`src/rtl/if_fetch_stage.sv`:
```
// if_fetch_stage: instruction fetch with single-outstanding imem handshake and IF/ID register.
// Define IF_PERF_CNT_EN to enable the perf_fetched / perf_bubbles counters.
module if_fetch_stage #(
    parameter logic [31:0] RESET_PC  = 32'h0000_0000,
    parameter logic [31:0] NOP_INSTR = 32'h0000_0013
) (
    input  logic        clk,
    input  logic        reset,
    input  logic        stall,
    input  logic        redirect,
    input  logic [31:0] redirect_pc,
    output logic        imem_req,
    output logic [31:0] imem_addr,
    input  logic        imem_rvalid,
    input  logic [31:0] imem_rdata,
    output logic        out_valid,
    output logic [31:0] out_pc,
    output logic [31:0] out_instr,
    output logic [31:0] perf_fetched,
    output logic [31:0] perf_bubbles
);
    typedef enum logic [1:0] {FETCH, WAIT, HOLD, DRAIN} state_t;

    state_t      state_q, state_d;
    logic [31:0] pc_q, pc_d, hold_instr_q, hold_instr_d;
    logic        out_valid_q, out_valid_d;
    logic [31:0] out_pc_q, out_pc_d, out_instr_q, out_instr_d;
    logic        load;

    always_comb begin
        state_d      = state_q;
        pc_d         = pc_q;
        hold_instr_d = hold_instr_q;
        out_valid_d  = out_valid_q;
        out_pc_d     = out_pc_q;
        out_instr_d  = out_instr_q;
        imem_req     = 1'b0;
        imem_addr    = pc_q;
        load         = 1'b0;
        if (redirect) begin
            // a request still in flight must be drained before refetching
            state_d     = (state_q inside {WAIT, DRAIN}) && !imem_rvalid ? DRAIN : FETCH;
            pc_d        = {redirect_pc[31:2], 2'b00};
            out_valid_d = 1'b0;
            out_instr_d = NOP_INSTR;
        end else begin
            unique case (state_q)
                FETCH: if (!stall) begin
                    imem_req = 1'b1;
                    state_d  = WAIT;
                end
                WAIT: if (imem_rvalid && stall) begin
                    hold_instr_d = imem_rdata;
                    state_d      = HOLD;
                end else if (imem_rvalid) begin
                    load        = 1'b1;
                    out_pc_d    = pc_q;
                    out_instr_d = imem_rdata;
                    pc_d        = pc_q + 32'd4;
                    imem_req    = 1'b1;
                    imem_addr   = pc_q + 32'd4;
                end
                HOLD: if (!stall) begin
                    load        = 1'b1;
                    out_pc_d    = pc_q;
                    out_instr_d = hold_instr_q;
                    pc_d        = pc_q + 32'd4;
                    state_d     = FETCH;
                end
                DRAIN: if (imem_rvalid) state_d = FETCH;
            endcase
            if (load) out_valid_d = 1'b1;
            else if (!stall) begin
                out_valid_d = 1'b0;
                out_instr_d = NOP_INSTR;
            end
        end
        if (reset) imem_req = 1'b0;
    end

    always_ff @(posedge clk) begin
        if (reset) begin
            state_q      <= FETCH;
            pc_q         <= RESET_PC;
            hold_instr_q <= NOP_INSTR;
            out_valid_q  <= 1'b0;
            out_pc_q     <= RESET_PC;
            out_instr_q  <= NOP_INSTR;
        end else begin
            state_q      <= state_d;
            pc_q         <= pc_d;
            hold_instr_q <= hold_instr_d;
            out_valid_q  <= out_valid_d;
            out_pc_q     <= out_pc_d;
            out_instr_q  <= out_instr_d;
        end
    end

    assign out_valid = out_valid_q;
    assign out_pc    = out_pc_q;
    assign out_instr = out_instr_q;

`ifdef IF_PERF_CNT_EN
    logic [31:0] perf_fetched_q, perf_fetched_d, perf_bubbles_q, perf_bubbles_d;

    always_comb begin
        perf_fetched_d = perf_fetched_q + {31'd0, load};
        perf_bubbles_d = perf_bubbles_q + {31'd0, !out_valid_q && !stall};
    end

    always_ff @(posedge clk) begin
        if (reset) begin
            perf_fetched_q <= 32'd0;
            perf_bubbles_q <= 32'd0;
        end else begin
            perf_fetched_q <= perf_fetched_d;
            perf_bubbles_q <= perf_bubbles_d;
        end
    end

    assign perf_fetched = perf_fetched_q;
    assign perf_bubbles = perf_bubbles_q;
`else
    assign perf_fetched = 32'd0;
    assign perf_bubbles = 32'd0;
`endif
endmodule

```
`config.mk`:
```
export PLATFORM = sky130hd
export DESIGN_NAME = if_fetch_stage
export DESIGN_NICKNAME = d
export VERILOG_FILES = /design/src/rtl/if_fetch_stage.sv
export SDC_FILE = /design/constraint.sdc
export NUM_CORES = 1
export LEC_CHECK = 0
export CAP_MARGIN = 30
export CORE_MARGIN = 2
export CORE_UTILIZATION = 41
export CTS_CLUSTER_DIAMETER = 60
export CTS_CLUSTER_SIZE = 28
export DETAILED_ROUTE_END_ITERATION = 10
export GPL_ROUTABILITY_DRIVEN = 0
export PLACE_DENSITY = 0.83
export SYNTH_ARGS = -nofsm -noshare
export SYNTH_HDL_FRONTEND = slang
export SYNTH_SLANG_ARGS = --single-unit
export TNS_END_PERCENT = 10
```
`constraint.sdc`:
```
create_clock -name clk -period 2 [get_ports clk]
set_input_delay 0.2 -clock clk [delete_from_list [all_inputs] [get_ports clk]]
set_output_delay 0.2 -clock clk [all_outputs]
set_load 0.05 [all_outputs]
```
Word-level counts from Yosys, hierarchy flattened

Cells that the tools add are included.

$add $sub $neg: 1
$mul: 0
Div/mod/pow operators: 0
Order comparisons: 0
Eq/ne operators: 11
Shift-type cells: 0
Mux-type cells: 34
Bitwise operators: 1
Reduce and logical (&&, ||, !) cells: 13

Operators with widths:

| operator                                      | number |
|---|---|
| 2-to-1 mux 32 bit                             | 14 |
| case mux 32 bit (2 select lines)              | 3 |
| adder 32 x 3 -> 32 bit, second input constant | 1 |
| 2-to-1 mux 2 bit                              | 6 |
| != test 3 bit, second input constant          | 3 |
| 2-to-1 mux 1 bit                              | 8 |
| case mux 2 bit (4 select lines)               | 1 |
| != test 2 bit, second input constant          | 3 |
| AND reduction 5 bit                           | 1 |
| == test 2 bit, second input constant          | 2 |
| case mux 1 bit (2 select lines)               | 2 |
| AND reduction 2 bit                           | 2 |
| AND reduction 4 bit                           | 1 |
| nonzero test 2 bit                            | 2 |
| != test 3 x 2 -> 1 bit, second input constant | 1 |
| AND reduction 3 bit                           | 1 |
| nonzero test 3 bit                            | 1 |
| == test 2 x 1 -> 1 bit, second input constant | 1 |
| logical AND 1 bit                             | 2 |
| zero test 2 bit                               | 1 |
| != test 2 x 1 -> 1 bit, second input constant | 1 |
| OR reduction 2 bit                            | 1 |
| zero test 1 bit                               | 1 |
| inverter 1 bit                                | 1 |

Flip-flop bits (word level): 131
Latch bits: 0
RAM bits: 0
Bits in read-only memories: 0
Input bits: 69
Output and inout port bits: 162
Word-level logic and storage cells: 67
Memories: 0

Depth between registers and ports, before layout

Word-level depth: 5
Mapped depth: 8
Mapped depth without buffers: 7

Least setup slack after synthesis

No wires, ideal clock.

Kind: register to output
Start: register pc_q[14]
End: output imem_addr[30]
Arrival time: 2.658 ns
Required time: 1.800 ns
Path slack: -0.858 ns
Cell stages (with the launch flop): 8
Path buffers: 2
Cells stage by stage: dfxtp_1 > clkbuf_1 > nand4_1 > nor4_1 > and3_1 > clkbuf_1 > nand3_1 > xnor2_1

Longest elaborated chain between the ends: 5

RTL lines:

| what                   | RTL line | text |
|---|---|---|
| from (decl)            | 25       | `logic [31:0] pc_q, pc_d, hold_instr_q, hold_instr_d;` |
| from (signal assigned) | 91       | `pc_q <= pc_d;` |
| adder 32 x 3 -> 32 bit | 61       | `imem_addr = pc_q + 32'd4;` |
| 2-to-1 mux 32 bit      | 55       | `end else if (imem_rvalid) begin` |
| 2-to-1 mux 32 bit      | n/a      |  |
| 2-to-1 mux 32 bit      | 47       | `unique case (state_q)` |
| 2-to-1 mux 32 bit      | 40       | `if (redirect) begin` |
| to (decl)              | 13       | `output logic [31:0] imem_addr,` |

No other way between the ends.

Final worst setup path

Start: register pc_q[17]
End: output imem_addr[23]

The elaborated chain is that of the path after synthesis.

==> results.ini <==
[worst_setup_path]
worstRegToRegCells = 6
critical_path_end_type = primary output
setup.reg_to_reg.worst_slack_ns = -0.09
reg2reg_to = pc_q[31]
timing.rr.start = pc_q[10]
timing.critical_path.from_type = register
crit_arrival_ns = 2.17
cp_data_required_time_ns = 1.80
critical_path_peak_fanout = 4
cp-startpoint = pc_q[17]
timing_worst_setup_path_type = reg -> out

[place]
port-buffer-count = 160
detailedPlacementHpwl_um = 13900
placedInstanceArea_mm2 = 0.00939
place.detailed.instances = 1216

[global_route]
grt-ovfl-total = 0
grt_max_degree = 91
first_global_vias = 6313
globalRouteTotalUtil = 0.239
grt_antenna_before_repair = 1
grt_pass1_wl_um = 31600

[clock_tree]
ctsHtreeMaxLevel = 4
cts_tree = done
latest_clock_arrival_within_the_worst_skew_pair_ns = 0.43
clock_sinks = 127
cts_hold_buffers = 0
cts_buffers = 17
ctsLongestPathBuffers = 2
root_buffer = clkbuf_16
cts.clk_slew.worst_paths_ns = 0.06

[detailed_routing]
wirelength_met1_um = 7780
route.top_layer_used = met5
ant_nets = 0
routed-wl-met3_um = 1880
final_wirelength_um = 20600
vias = 6602
wl_met2_um = 10500
violation_count_after_the_first_detailed_route_iteration = 574
drt-vias-per-instance = 5.24
drt_first_pass_iters = 5
wl_per_cell_um = 16.4
drt_drc_violations_left = 0

[run_status]
violations = setup timing
outcome = finished, violations left

[power_and_ir_drop]
overall_power_after_layout_w = 0.00754
power.density_mw_per_mm2 = 734
ir_drop_mv = 0.618
power.static_leakage_nw = 3.92

[sta]
post-route-worst-setup-slack_ns = -0.374
slew_headroom = 0.626
slew_at_the_pin_closest_to_its_max_slew_limit_ns = 0.559
finalSetupViolations = 30
finalHoldViolations = 0
report.final.slew_viol_count = 0
timing.clock.skew_ns = 0.00757
final.period_utilization = 1.19
timing.setup.tns_ns = -6.92
finalCriticalPeriod_ns = 2.37
fmax_mhz = 421
grt_setup_unrepaired = yes

[die]
initial_utilization = 0.423
die-height_um = 130
std_cell_rows = 45
floorplan.die.width_um = 130
io_pins = 231
design.core.area_mm2 = 0.0153
die_area_mm2 = 0.0168

[hold_path]
hp-start = reset
timing.hold.worst.class = in -> reg
worstHoldEndpoint = hold_instr_q[1]
timing.hold.worst_path_depth = 3

[logic_synthesis]
synth_top_area_frac = 0.392
flop_and_latch_count_out_of_synthesis = 127
synth_enable_flop_cells = 0
synth-async-reset-ratio = 0
post_synth_main_area_contributors = dfxtp_1 39%, nand2_1 9.0%, buf_4 8.3%, a21oi_1 5.2%, nor2_1 4.3%
postSynth.topFlopCell = dfxtp_1
synth_top_cell_by_area = dfxtp_1
synth-warning-count = 0
postSynthAreaPerCell_um2 = 7.90
synthMostInstantiatedCell = nand2_1
netlist_top_cells_count = 156 x nand2_1, 127 x dfxtp_1, 75 x nor2_1, 72 x buf_4, 67 x a21oi_1
synth_seq_area_share = 0.392
netlist-cell-type-count = 48
post_synth_inst_count = 820
post_synth_instance_area_mm2 = 0.00648

[final_layout]
drive_above_1_share = 0.247
fin_nets = 1112
layout.cells.non_filler = 1260
layout.filler_cells = 1178
finalInstanceArea_mm2 = 0.0103
antenna_cells = 0
combined_flip_flop_and_latch_cell_area_mm2 = 0.00257
syn2layout_area_growth_pct = 58.5
multiInputGateArea_mm2 = 0.00397

[job]
max_cap_violations = 0

## worst max-delay path, cell delays in order, from the launching register on
cell and delay, ns:
dfxtp_4 0.39, nand3_4 0.08, buf_6 0.13, nor4_4 0.30, nand4_1 0.21, buf_4 0.19
buf_4 0.14, xnor2_4 0.15, buf_12 0.15
## power breakdown
part           switching, W  internal, W  leakage [nW]  total, W
sequential        0.0000664      0.00261          1.04   0.00268
clock               0.00134      0.00177         0.283   0.00311
combinational       0.00109     0.000658          2.60   0.00175
## layout make-up
class,count,share of cell area
Multi-Input combinational cell,615,0.386
Timing Repair Buffer,266,0.277
Sequential cell,127,0.250
Clock buffer,17,0.0414
Tap cell,211,0.0257
Clock inverter,15,0.0160
Inverter,9,0.00329
## kinds of logic after synthesis
family / Yosys count / synth area share
AND/OR/NAND/NOR: 309 / 0.209
AO/OA/AOI/OAI: 173 / 0.179
buffers and inverters: 145 / 0.126
flip-flops: 127 / 0.392
XOR/XNOR: 54 / 0.0730
adder cells (fa/ha/maj): 7 / 0.0135
multiplexers: 4 / 0.00637
other: 1 / 0.000579
## worst max-delay path by stage
stage | end | slack (ns) | cells after the start
2_1_floorplan | pc_q[31] | -0.24 | 6
3_3_place_gp | imem_addr[30] | -0.24 | 7
3_5_place_dp | imem_addr[28] | -0.30 | 7
4_1_cts | imem_addr[27] | -0.33 | 8
5_1_grt | imem_addr[27] | -0.46 | 8
6_report | imem_addr[23] | -0.37 | 8
## sequential cells by signal (all words and copies together), names as in the netlist
register and count:
hold_instr_q 32, out_instr 32, out_pc 30, pc_q 30, state_q 2, out_valid 1
## stage by stage
stage	hold slack, ns	worst slack, ns	utilization
2_1_floorplan	0.324	-0.237	-
3_3_place_gp	0.441	-0.244	0.613
3_5_place_dp	0.446	-0.297	0.613
4_1_cts	0.162	-0.326	0.661
5_1_grt	0.184	-0.464	0.671
6_report	0.180	-0.374	0.671
## placed cells by master, fill, tap and decap left out, types with 12 or more instances in the layout
master,count
xnor2_4,12
buf_4,88
nand4_1,19
a21oi_1,66
clkbuf_16,17
xor2_1,22
dfxtp_2,13
a22oi_1,29
nor2_1,67
a211oi_1,18
a22o_1,32
clkdlybuf4s50_1,128
buf_12,40
nand2_1,153
nand3_1,19
dfxtp_1,111
conb_1,68
## per-layer routing
layer	global-route usage	vias to the layer above
li1	-	3094
met1	0.289	3122
met2	0.409	338
met3	0.0648	46
met4	0.0848	2
met5	0	-
## repair_timing
item,in CTS,in global routing
hold endpoints to repair,0,0
endpoints found under the setup margin,72,45
pin swaps,16,16
buffers inserted,5,7
resized for setup,32,23
Power figures use the tool's default switching activity.
